[config.mk]
export PLATFORM = sky130hd
export DESIGN_NAME = plusarg_watchdog
export DESIGN_NICKNAME = d
export VERILOG_FILES = /design/src/rtl/plusarg_watchdog.sv
export SDC_FILE = /design/constraint.sdc
export NUM_CORES = 1
export LEC_CHECK = 0
export ABC_AREA = 0
export BUFFER_PORTS_ARGS = -buffer_cell sky130_fd_sc_hd__buf_2
export CAP_MARGIN = 10
export CORE_AREA = 2 2 93 95
export CTS_CLUSTER_SIZE = 28
export DETAILED_ROUTE_END_ITERATION = 8
export DIE_AREA = 0 0 95 97
export PLACE_DENSITY = 0.74
export SLEW_MARGIN = 10
export SYNTH_ARGS = -nofsm -noshare
export SYNTH_HDL_FRONTEND = slang
export SYNTH_SLANG_ARGS = --single-unit
[constraint.sdc]
create_clock -name clock -period 3.27 [get_ports clock]
set_clock_uncertainty 0.15 [all_clocks]
set_input_delay 0.327 -clock clock [delete_from_list [all_inputs] [get_ports clock]]
set_output_delay 0.327 -clock clock [all_outputs]
set_load 0.05 [all_outputs]
[src/rtl/plusarg_watchdog.sv]
// plusarg_watchdog: simulation watchdog fed by a plusarg_reader limit value.
// Ports:
//   clock   - sole clock, rising edge
//   reset   - synchronous, active-low reset
//   limit   - timeout in (prescaled) counts, captured once on reset release; 0 disables
//   kick    - progress indication, clears count and prescaler
//   pause   - freezes prescaler and counter
//   count   - current count (registered)
//   warn    - approaching-timeout flag (registered)
//   fire    - single-cycle timeout pulse (registered)
//   expired - sticky timeout flag (registered)
module plusarg_watchdog #(
    parameter int WIDTH       = 32,
    parameter int PRESCALE    = 0,
    parameter int WARN_MARGIN = 0
) (
    input  logic             clock,
    input  logic             reset,
    input  logic [WIDTH-1:0] limit,
    input  logic             kick,
    input  logic             pause,
    output logic [WIDTH-1:0] count,
    output logic             warn,
    output logic             fire,
    output logic             expired
);
    localparam int PW = PRESCALE > 0 ? PRESCALE : 1;
    localparam logic [PW-1:0] PMAX = PW'((64'd1 << PRESCALE) - 64'd1);
    localparam logic [1:0] ST_RST = 2'd0;
    localparam logic [1:0] ST_DIS = 2'd1;
    localparam logic [1:0] ST_ARM = 2'd2;
    localparam logic [1:0] ST_EXP = 2'd3;

    logic [1:0]       state;
    logic [WIDTH-1:0] limit_q;
    logic [PW-1:0]    pre;
    logic             tick_en;
    logic             adv;
    logic             hit;
    logic [WIDTH-1:0] cnt_inc;
    logic [WIDTH-1:0] count_nx;
    logic [WIDTH-1:0] thresh;
    logic [PW-1:0]    pre_nx;
    logic             warn_nx;

    always_comb begin
        tick_en  = (PRESCALE == 0) || (pre == PMAX);
        adv      = !kick && !pause;
        cnt_inc  = count + 1'b1;
        count_nx = kick ? '0 : (adv && tick_en) ? cnt_inc : count;
        // a tick lands on the all-ones prescaler value, so clearing equals wrapping
        pre_nx   = (kick || (adv && tick_en)) ? '0 : adv ? pre + 1'b1 : pre;
        // count only ever steps by one from below limit_q, so equality is the expiry test
        hit      = adv && tick_en && (cnt_inc == limit_q);
        thresh   = (limit_q > WIDTH'(WARN_MARGIN)) ? limit_q - WIDTH'(WARN_MARGIN) : '0;
        warn_nx  = (WARN_MARGIN != 0) && !hit && (count_nx >= thresh);
    end

    always_ff @(posedge clock) begin
        if (!reset) begin
            state   <= ST_RST;
            count   <= '0;
            pre     <= '0;
            limit_q <= '0;
            warn    <= 1'b0;
            fire    <= 1'b0;
            expired <= 1'b0;
        end else begin
            case (state)
                ST_RST: begin
                    limit_q <= limit;
                    state   <= (limit == '0) ? ST_DIS : ST_ARM;
                end
                ST_ARM: begin
                    count <= count_nx;
                    pre   <= pre_nx;
                    warn  <= warn_nx;
                    if (hit) begin
                        state   <= ST_EXP;
                        fire    <= 1'b1;
                        expired <= 1'b1;
                    end
                end
                ST_EXP: fire <= 1'b0;
                default: ;
            endcase
        end
    end
endmodule

==> impl_metrics.tcl, run 1 <==
set metrics [dict create \
    grt_max_degree 64 \
    tns_ns 0 \
    grt_pass1_vias 3833 \
    drtAntennaViolNets 0 \
    ys_seq_elements 68 \
    synth_nets 587 \
    r2r.worst_path.cells 9 \
    antenna_found_initial 0 \
    grt-ovfl-total 0 \
    path_max_fanout 9 \
    grt_use_total 0.264 \
    rows 33 \
    r2r_slack_ns 0.18 \
    final_area_um2 4610 \
    p_per_area_nw_per_um2 381 \
    r2r_start "count[0]" \
    boundaryPins 71 \
    worst_slew_pin_slew_ns 1.10 \
    worstPathCellList "ha_1 -> nand3_4 -> or4_4 -> buf_4 -> or4_1 -> a22oi_1 -> and4_1 -> nand4_1 -> o21ai_1" \
    drc 0 \
    worstHoldEndpoint "limit_q[29]" \
    drive_gt1_frac 0.178 \
    synthFlopType "dfxtp_1" \
    fin_crit_ns 3.09 \
    grt_pass1_wl_mm 19.2 \
    holdWs_ns 0.0804 \
    insertion_delay_ns 0.34 \
    worst-endpoint-arrival_ns 3.20 \
    status "completed" \
    synth_commonest_cells "nand2_1, dfxtp_1, a21oi_1, nor2_1, clkbuf_1" \
    async_flop_share 0 \
    end_kind "register" \
    ctsHoldBuffers 0 \
    cts_buffer_depth 2 \
    syn_area_per_cell_um2 7.26 \
    critPathSlowestCell "or4_4" \
    ir_drop_uv 253 \
    leakagePower_nw 1.78 \
    setup_viol 0 \
    area_delta_synth_final_pct 15.4 \
    maxSlewViolCount 0 \
    yosysMostFrequentCell "nand2_1" \
    wl_mm 12.0 \
    ys_warn_count 0 \
    finalCritPeriodShare 0.944 \
    start_util 0.491 \
    hold_depth 3 \
    antenna_cells 0 \
    ys_seq_area_frac 0.341 \
    critPathBufInv 1 \
    die_h_um 97 \
    fp.dieArea_um2 9220 \
    routabilityCongestion 0.928 \
    cts_tree "built" \
    yosys.area.top_type "dfxtp_1" \
    use_met3 0.0460 \
    cp-start-kind "register" \
    hold_class "in2reg" \
    clock_sinks 68 \
    synth_area_um2 3990 \
    clock-root-buffer "clkbuf_8" \
    crit_required_ns 3.38 \
    post_cts_buffers 0 \
    crit_type "reg2reg" \
    wire_per_inst_um 16.9 \
    synth_edf_count 0 \
    routed_via_density 5.99 \
    num_vias 4274 \
    placed_cell_area_um2 4420 \
    dp_hpwl_mm 8.81 \
    slew-limit-headroom 0.264 \
    max_stage_delay_ns 0.58 \
    drt_pre_antenna_iters 5 \
    drt_iter0_markers 461 \
    path_depth 9 \
    timing.fmax_mhz 324 \
    met1_usage 0.383 \
    port_buffers 69 \
    rr_endpoint "expired" \
    post_cts_resized 0 \
    cts_max_level 3 \
    drv_cap 0 \
    synth.distinct_cells 55 \
    nNetsFinal 641 \
    synthCells 550 \
    yosys-top-cells-area "dfxtp_1, nand2_1, a21oi_1, xnor2_1, nor2_1" \
    cts.clk_slew.worst_paths_ns 0.07 \
    die_w_um 95 \
    top_usage_layer "met2" \
    grt_use_met2 0.389 \
    hold_viol_final 0 \
    rsz0062_at_grt "false" \
    core_area_um2 8130 \
    cp_top_family "simple AND/OR/NAND/NOR gates" \
    cts_buffers 9 \
    synth_top_cell_area_share 0.341 \
    worstHoldStart "limit[29]" \
]
## per-layer routing
layer / up-vias / part of all wire
li1: 2074 / -
met1: 1978 / 0.46
met2: 197 / 0.44
met3: 25 / 0.079
met4: 0 / 0.022
met5: - / 0
## layout by cell type, fill, tap and decap left out, drive strengths merged, types with 3 or more instances in the layout
cell type | netlist | final
a21oi | 60 | 60
a22oi | 3 | 3
a311oi | 5 | 5
a31oi | 6 | 6
and2 | 4 | 4
and3 | 4 | 4
and4 | 8 | 8
buf | 10 | 84
clkbuf | 31 | 11
dfxtp | 68 | 68
inv | 5 | 5
mux2i | 3 | 3
nand2 | 103 | 103
nand3 | 14 | 14
nand4 | 17 | 17
nor2 | 46 | 46
nor3 | 24 | 24
nor3b | 3 | 3
nor4 | 21 | 21
o21a | 3 | 3
o21ai | 29 | 29
o221ai | 3 | 3
o31ai | 4 | 4
or4 | 5 | 5
xnor2 | 25 | 25
xor2 | 17 | 17
## worst register-to-register path, delay by kind of cell (launching register included)
kind / cells / cell delay [ns]
buf+inv: 1 / 0.18
simple gates: 5 / 1.60
fa+ha+maj: 1 / 0.32
compound gates: 2 / 0.36
flops: 1 / 0.40
## report_power, final
group	internal [mW]	switching, mW	leakage (nW)
logic	0.0705	0.112	1.13
clock network	0.368	0.328	0.0914
registers	0.851	0.0251	0.555
## flip-flops by register name, summed over array words and instances (netlist names)
name	flops
count	32
limit_q	32
state	2
expired	1
fire	1
## worst max-delay path by stage
stage / end / slack, ns / from
2_1_floorplan: expired / 0.14 / count[5]
6_report: expired / 0.18 / count[0]
4_1_cts: expired / 0.20 / count[0]
5_1_grt: fire / 0.01 / count[0]
3_3_place_gp: expired / 0.31 / count[0]
3_5_place_dp: expired / 0.22 / count[0]
## per-stage QoR
stage                     instances  utilization  total power [mW]  setup slack (ns)
after floorplan                 550            -              1.01             0.137
after global placement          698        0.543              1.07             0.313
after detailed placement        698        0.543              1.07             0.218
after CTS                       713        0.567              1.76             0.201
after global routing            713        0.567              1.81           0.00976
final                           713        0.567              1.75             0.182
## layout make-up
| cell class | instances | area (um^2) |
|---|---|---|
| inverters | 5 | 18.8 |
| repair buffers | 84 | 458 |
| flip-flops and latches | 68 | 1360 |
| clock buffers | 11 | 141 |
| fillers | 792 | 3520 |
| multi-input cells | 436 | 2450 |
| clock inverters | 4 | 50.0 |
| well taps | 105 | 131 |
## cells by family (layout without fill, tap and decap cells)
| group | after synthesis | count (layout) | synth area share |
|---|---|---|---|
| AOI/OAI and AO/OA | 126 | 126 | 0.184 |
| xor gates and xnor gates | 42 | 42 | 0.0921 |
| adders and majority gates | 1 | 1 | 0.00313 |
| buffers and inverters | 46 | 104 | 0.0486 |
| DFF | 68 | 68 | 0.341 |
| muxes | 3 | 3 | 0.00752 |
| other | 1 | 1 | 0.000939 |
| and+or+nand+nor | 263 | 263 | 0.323 |
Power figures use the tool's default switching activity.
==> run 2: changes to the inputs <==
--- a/config.mk
+++ b/config.mk
@@ -9,9 +9,11 @@
 export BUFFER_PORTS_ARGS = -buffer_cell sky130_fd_sc_hd__buf_2
 export CAP_MARGIN = 10
 export CORE_AREA = 2 2 93 95
+export CTS_CLUSTER_DIAMETER = 120
 export CTS_CLUSTER_SIZE = 28
 export DETAILED_ROUTE_END_ITERATION = 8
 export DIE_AREA = 0 0 95 97
+export MAX_ROUTING_LAYER = met4
 export PLACE_DENSITY = 0.74
 export SLEW_MARGIN = 10
 export SYNTH_ARGS = -nofsm -noshare
==> run 2 against run 1 <==
Effect of this change:
- die area is the same
- sequential share of layout area is essentially flat
- clock power increased by 2%
- register-to-register slack about the same
- global-route usage increased by 1.2 points
- clock-buffer cell count stayed put
- critical path type unchanged
- highest routed layer unchanged
==> impl_metrics.tcl, run 2 (same netlist as run 1, synthesis figures left out) <==
set metrics [dict create \
    post_cts_buffers 0 \
    rsz0062_at_grt "false" \
    num_vias 4294 \
    maxSlewViolCount 0 \
    worst-endpoint-arrival_ns 3.21 \
    grt_pass1_vias 3846 \
    postLayoutCoreUtil 0.567 \
    crit_required_ns 3.39 \
    ctsHoldBuffers 0 \
    status "completed" \
    setup_viol 0 \
    antenna_found_initial 0 \
    cts_buffer_depth 2 \
    layout_common_cells "nand2_1, buf_2, dfxtp_1" \
    instances_no_fill 713 \
    p_per_area_nw_per_um2 384 \
    antenna_cells 0 \
    grt-ovfl-total 0 \
    final_common_cell "nand2_1" \
    area_delta_synth_final_pct 15.5 \
    drt_pre_antenna_iters 6 \
    clock-root-buffer "clkbuf_8" \
    cts.clk_slew.worst_paths_ns 0.07 \
    core_area_um2 8130 \
    drive_gt1_frac 0.179 \
    drtAntennaViolNets 0 \
    hold_viol_final 0 \
    grt_max_degree 64 \
    cp-start-kind "register" \
    slew-limit-headroom 0.227 \
    timing.fmax_mhz 324 \
    die_h_um 97 \
    leakagePower_nw 1.77 \
    drc 0 \
    dp_hpwl_mm 8.81 \
    insertion_delay_ns 0.36 \
    wire_per_inst_um 17.2 \
    grt_use_total 0.276 \
    nNetsFinal 641 \
    fin_crit_ns 3.09 \
    fp.dieArea_um2 9220 \
    post_cts_resized 0 \
    placed_cells 698 \
    boundaryPins 71 \
    reg_top3 "count: 32 flops, limit_q: 32 flops, state: 2 flops" \
    tns_ns 0 \
    start_util 0.491 \
    drt_iter0_markers 436 \
    port_buffers 69 \
    cts_tree "built" \
    routed_via_density 6.02 \
    routabilityCongestion 0.962 \
    clock_sinks 68 \
    end_kind "register" \
    hold_class "in2reg" \
    ir_drop_uv 306 \
    crit_type "reg2reg" \
    cts_buffers 9 \
    path_max_fanout 9 \
    worst_slew_pin_slew_ns 1.16 \
    finalCritPeriodShare 0.944 \
    die_w_um 95 \
    cts_max_level 3 \
    grt_pass1_wl_mm 19.3 \
    wl_mm 12.2 \
    rows 33 \
    total_power_mw 1.77 \
    drv_cap 0 \
]
## run 2: cell types whose count changed in the layout (fill, tap and decap cells not counted)
cell	delta
ha_2	+1
ha_1	-1
## run 2: worst max-delay path, stage by stage (launching register included)
cell     delay (ns)
dfxtp_2        0.41
ha_2           0.27
nand3_4        0.14
or4_4          0.57
or4_1          0.58
xnor2_1        0.15
nor4_1         0.28
nand4_1        0.25
o21ai_1        0.21
## run 2: worst paths after layout
kind / start / endpoint / slack (ns) / cells after the start
min: limit[26] / limit_q[26] / 0.07 / 3
max: count[0] / fire / 0.18 / 8
max reg2reg: count[0] / fire / 0.18 / 8
min reg2reg: expired / expired / 0.32 / 2
## run 2: metal layers
| layer | track usage | share of wire | up-vias |
|---|---|---|---|
| met1 | 0.372 | 0.44 | 1991 |
| met3 | 0.0467 | 0.084 | 40 |
| met5 | - | 0 | - |
| met2 | 0.410 | 0.44 | 199 |
| li1 | - | - | 2064 |
| met4 | 0.105 | 0.031 | 0 |
## run 2: through the flow
stage,hold WS [ns],instance area (um^2),setup WS [ns]
floorplan,0.295,4000,0.137
global placement,0.303,4420,0.298
detailed placement,0.296,4420,0.204
CTS,0.0651,4610,0.176
global route,0.0744,4610,0.0602
finish,0.0691,4610,0.183
## run 2: final cells by class
cell class / count / area, um^2
clock buffers: 11 / 141
clock inverters: 4 / 50.0
fillers: 763 / 3520
inverters: 5 / 18.8
multi-input cells: 436 / 2450
flip-flops and latches: 68 / 1360
well taps: 105 / 131
repair buffers: 84 / 458
## run 2: power breakdown
group	leakage [nW]	total, mW	internal (mW)	switching [mW]
sequential	0.555	0.876	0.851	0.0250
combinational	1.13	0.183	0.0708	0.113
clock	0.0914	0.710	0.368	0.342
total	1.77	1.77	1.29	0.480
